### config.mk
export PLATFORM = sky130hd
export DESIGN_NAME = game_ctrl
export DESIGN_NICKNAME = d
export VERILOG_FILES = /design/src/rtl/game_ctrl.sv
export SDC_FILE = /design/constraint.sdc
export NUM_CORES = 1
export LEC_CHECK = 0
export BUFFER_PORTS_ARGS = -buffer_cell sky130_fd_sc_hd__clkbuf_2
export CAP_MARGIN = 25
export CELL_PAD_IN_SITES_DETAIL_PLACEMENT = 1
export CELL_PAD_IN_SITES_GLOBAL_PLACEMENT = 1
export CORE_UTILIZATION = 43
export DETAILED_ROUTE_END_ITERATION = 10
export PLACE_DENSITY = 0.94
export SLEW_MARGIN = 30
export SYNTH_ARGS = -nofsm -noshare
export SYNTH_HDL_FRONTEND = slang
export SYNTH_SLANG_ARGS = --single-unit
### constraint.sdc
create_clock -name clk -period 5.38 [get_ports clk]
set_clock_uncertainty 0.15 [all_clocks]
set_input_delay 0.269 -clock clk [delete_from_list [all_inputs] [get_ports clk]]
set_output_delay 0.269 -clock clk [all_outputs]
set_load 0.05 [all_outputs]
### src/rtl/game_ctrl.sv
// game_ctrl: round sequencer for the board game datapath.
// Starts a game, requests boards, runs timed play, decides win/lose.
//
// Ports:
//   clk        in  system clock (rising edge)
//   rst_sw     in  synchronous active-low reset
//   start      in  start switch level (synchronised)
//   mode [1:0] in  difficulty, taken on the start edge
//   tick       in  1 Hz one-cycle enable
//   board[11:0]in  generator output, bit i = cell i lit
//   move_vld   in  one-cycle move strobe
//   move [3:0] in  selected cell index
//   gen_en     out one-cycle new-board request
//   cur_board  out live board, hit cells cleared
//   state[2:0] out FSM state
//   time_left  out seconds remaining
//   round      out boards cleared
//   score      out hits, saturating at 255
//   misses     out miss count
//   win, lose  out held result flags
module game_ctrl #(
  parameter int ROUNDS   = 4,
  parameter int MAX_MISS = 3,
  parameter int GEN_WAIT = 2
) (
  input  logic        clk,
  input  logic        rst_sw,
  input  logic        start,
  input  logic [1:0]  mode,
  input  logic        tick,
  input  logic [11:0] board,
  input  logic        move_vld,
  input  logic [3:0]  move,
  output logic        gen_en,
  output logic [11:0] cur_board,
  output logic [2:0]  state,
  output logic [4:0]  time_left,
  output logic [3:0]  round,
  output logic [7:0]  score,
  output logic [2:0]  misses,
  output logic        win,
  output logic        lose
);

  typedef enum logic [2:0] {
    S_IDLE = 3'd0,
    S_GEN  = 3'd1,
    S_WAIT = 3'd2,
    S_PLAY = 3'd3,
    S_WIN  = 3'd4,
    S_LOSE = 3'd5
  } st_t;

  localparam logic [7:0] WAIT_LAST = 8'(GEN_WAIT - 1);

  st_t         st_q, st_n;
  logic        start_d;
  logic [7:0]  wcnt_q, wcnt_n;
  logic [11:0] cb_n;
  logic [4:0]  tl_n, tl_load;
  logic [3:0]  rd_n;
  logic [7:0]  sc_n;
  logic [2:0]  ms_n;
  logic        start_edge;
  logic [11:0] sel;
  logic        mv_ok, lit;

  assign state      = st_q;
  assign start_edge = start & ~start_d;
  // moves >= 12 shift the one-hot out of range and are also masked
  assign sel        = 12'd1 << move;
  assign mv_ok      = move_vld & (move < 4'd12);
  assign lit        = |(sel & cur_board);

  always_comb begin
    tl_load = 5'd30;
    unique case (mode)
      2'd0: tl_load = 5'd30;
      2'd1: tl_load = 5'd20;
      2'd2: tl_load = 5'd15;
      2'd3: tl_load = 5'd10;
      default: tl_load = 5'd30;
    endcase
  end

  always_comb begin
    st_n   = st_q;
    wcnt_n = wcnt_q;
    cb_n   = cur_board;
    tl_n   = time_left;
    rd_n   = round;
    sc_n   = score;
    ms_n   = misses;
    unique case (st_q)
      S_IDLE: begin
        if (start_edge) begin
          tl_n = tl_load;
          rd_n = '0;
          sc_n = '0;
          ms_n = '0;
          st_n = S_GEN;
        end
      end
      S_GEN: begin
        if (!start) begin
          st_n = S_IDLE;
        end else begin
          st_n   = S_WAIT;
          wcnt_n = '0;
        end
      end
      S_WAIT: begin
        if (!start) begin
          st_n = S_IDLE;
        end else if (wcnt_q == WAIT_LAST) begin
          cb_n = board;
          st_n = (board == '0) ? S_GEN : S_PLAY;
        end else begin
          wcnt_n = wcnt_q + 8'd1;
        end
      end
      S_PLAY: begin
        if (!start) begin
          st_n = S_IDLE;
        end else begin
          if (mv_ok && lit) begin
            cb_n = cur_board & ~sel;
            if (score != 8'hFF) sc_n = score + 8'd1;
          end
          if (mv_ok && !lit) ms_n = misses + 3'd1;
          if (tick && time_left != '0)
            tl_n = time_left - 5'd1;
          // exits judged on next-state values
          if (cb_n == '0) begin
            rd_n = round + 4'd1;
            st_n = (rd_n == 4'(ROUNDS)) ? S_WIN : S_GEN;
          end else if (ms_n >= 3'(MAX_MISS)) begin
            st_n = S_LOSE;
          end else if (tl_n == '0) begin
            st_n = S_LOSE;
          end
        end
      end
      S_WIN, S_LOSE: begin
        if (!start) st_n = S_IDLE;
      end
      default: st_n = S_IDLE;
    endcase
  end

  always_ff @(posedge clk) begin
    if (!rst_sw) begin
      st_q      <= S_IDLE;
      start_d   <= 1'b0;
      wcnt_q    <= '0;
      gen_en    <= 1'b0;
      cur_board <= '0;
      time_left <= '0;
      round     <= '0;
      score     <= '0;
      misses    <= '0;
      win       <= 1'b0;
      lose      <= 1'b0;
    end else begin
      st_q      <= st_n;
      start_d   <= start;
      wcnt_q    <= wcnt_n;
      gen_en    <= (st_n == S_GEN);
      cur_board <= cb_n;
      time_left <= tl_n;
      round     <= rd_n;
      score     <= sc_n;
      misses    <= ms_n;
      win       <= (st_n == S_WIN);
      lose      <= (st_n == S_LOSE);
    end
  end

endmodule

==> flow_summary.yaml <==
power_and_ir_drop:
  irDropWorstVdd_mv: 0.114
  power_w: 0.000703
  p_per_area_nw_per_um2: 210
  power_leakage_nw: 1.30
logic_synthesis:
  ys_ff_latch: 47
  synth_area_leaders: "dfxtp_1 32%, o21ai_0 5.7%, a21oi_1 4.9%"
  synth_edf_count: 0
  synthDistinctLibCells: 61
  avgSynthCellArea_um2: 7.68
  synth-main-ff-cell: "dfxtp_1"
  yosysTopAreaCellShare: 0.317
  async_flop_share: 0
  synth_area_um2: 2970
  yosysTopAreaCell: "dfxtp_1"
  synth_nets: 416
  syn_inst: 386
  yosysWarnings: 0
  ys_seq_area_frac: 0.317
hold_path:
  hold_class: "in -> reg"
  min_path_cells: 3
  hp-start: "board[1]"
  whs_endpoint: "cur_board[1]"
cts:
  cts_resized: 0
  cts-root-buf: "clkbuf_8"
  numCtsBuffers: 5
  clkTransAtPathRegs_ps: 90
  insertion_delay_ps: 310
  postCtsSetupBuffers: 0
  cts_buffer_depth: 2
  cts.sinks: 47
  cts_max_level: 2
  cts_tree: "yes"
  cts_hold_buffers: 0
sta:
  slew_violations: 0
  hold_viol_final: 0
  fin_crit_ps: 3140
  holdWs_ps: 61.9
  fin_tns_setup_ps: 0
  period_share: 0.583
  fin_ws_ps: 2240
  max_slew.worst_pin.slew_ps: 748
  setup_viol: 0
  fmax_mhz: 319
  rsz0062_at_grt: "false"
  relSlewSlack: 0.499
place:
  dp_hpwl_mm: 6.80
  numPortBuffers: 60
  gp_congestion: 0.944
  post-place-ws_ps: 2050
  place_area_um2: 3260
layout:
  diodes: 0
  multi_input_area_um2: 1880
  syn2layout_area_growth_pct: 13.2
  nets: 462
  drive_above_1_share: 0.185
  stdcell_area_um2: 3360
  num-fill-cells: 860
  final_cell_mix: "60 x clkbuf_2, 47 x dfxtp_1, 38 x nor2_1"
  mostFrequentLayoutCell: "clkbuf_2"
  regArea_um2: 941
outcome:
  status: "finished, final reports clean"
global_routing:
  grt_use_total: 0.258
  grt_max_degree: 26
  antenna_found_initial: 0
  grt_pass1_wl_mm: 14.8
  grt_pass1_vias: 3059
  grt-ovfl-total: 0
critical_path:
  r2r_setup_slack_ps: 2240
  critPathRequiredTime_ps: 5440
  worstSetupStartpointType: "register"
  end_kind: "register"
  worstReg2RegEnd: "win"
  reg2reg_depth: 8
  crit_arrival_ps: 3200
  r2r-start: "cur_board[0]"
  critPathMaxFanout: 7
  worstSetupPathType: "reg -> reg"
floorplanning:
  core.rowCount: 29
  die_w_um: 85.0
  die_y_um: 85.0
  dieArea_um2: 7230
  initial_core_util: 0.457
  core_um2: 6490
  ios: 61
drt:
  vias_per_cell: 6.23
  drtAntennaViolNets: 0
  route.vias.total: 3173
  first_pass_iters: 4
  routedWlPerCell_um: 17.7
  drt_iter0_markers: 172
  drc: 0
  wl_mm: 8.99
flow_run:
  drv_cap: 0
cell families after synthesis:
kind of cell             Yosys count  share of synthesized area
AND/OR/NAND/NOR                  167                      0.307
AO/OA/AOI/OAI                    115                      0.247
flip-flops                        47                      0.317
buffers and inverters             34                     0.0494
XOR/XNOR                          12                     0.0354
adder cells (fa/ha/maj)            7                     0.0295
multiplexers                       4                     0.0143
metrics by stage:
step	utilization	std cells
detailed placement	0.503	502
CTS	0.517	509
finish	0.517	509
floorplan	-	386
global route	0.517	509
global placement	0.503	502
registers in the layout, indices dropped and copies added (netlist names):
| name | count |
|---|---|
| state | 3 |
| start_d | 1 |
| gen_en | 1 |
| win | 1 |
| misses | 3 |
| wcnt_q | 8 |
| lose | 1 |
| cur_board | 12 |
| score | 8 |
| time_left | 5 |
| round | 4 |
synth_stat cells (all sizes together), types with 6 or more instances:
master	number
and3	7
o21ai	35
or3	6
nand2	32
a22oi	9
nor3	14
dfxtp	47
a211oi	7
inv	12
ha	7
nand4	13
nor2	38
a21oi	29
nand3b	7
clkbuf	16
nor4	7
xor2	8
o211ai	7
nand3	14
worst max-delay path, cell delays in order, from the launching register on:
cell and delay [ps]:
dfxtp_1 390, or4b_1 450, a21o_1 230, o41ai_1 430, nand4_1 150, nor2b_1 200, and4_1 420, mux2_2 400
nor4_1 210
worst max path at each step:
stage | startpoint | to | slack (ps)
5_1_grt | cur_board[0] | win | 2100
3_3_place_gp | move[0] | win | 2140
3_5_place_dp | move[0] | win | 2050
6_report | cur_board[0] | win | 2240
4_1_cts | cur_board[0] | win | 2260
2_1_floorplan | cur_board[0] | win | 2290
metal layers:
metal / up-vias / wire length, um / track usage
met5: - / 0 / 0
met4: 0 / 162 / 0.0832
met3: 17 / 485 / 0.0457
met2: 93 / 4410 / 0.438
met1: 1543 / 3940 / 0.330
li1: 1520 / - / -
report_power, final:
| part | internal (W) | switching, W |
|---|---|---|
| Combinational | 0.0000344 | 0.0000779 |
| Clock | 0.000104 | 0.000123 |
| Sequential | 0.000354 | 0.0000101 |
final cells by class:
cell class / instances / share of cell area
Clock buffer: 6 / 0.0246
Tap cell: 77 / 0.0287
Multi-Input combinational cell: 305 / 0.560
Inverter: 13 / 0.0145
Sequential cell: 47 / 0.280
Timing Repair Buffer: 60 / 0.0895
Clock inverter: 1 / 0.00261
Note: power is estimated with default switching activity, not from simulation.
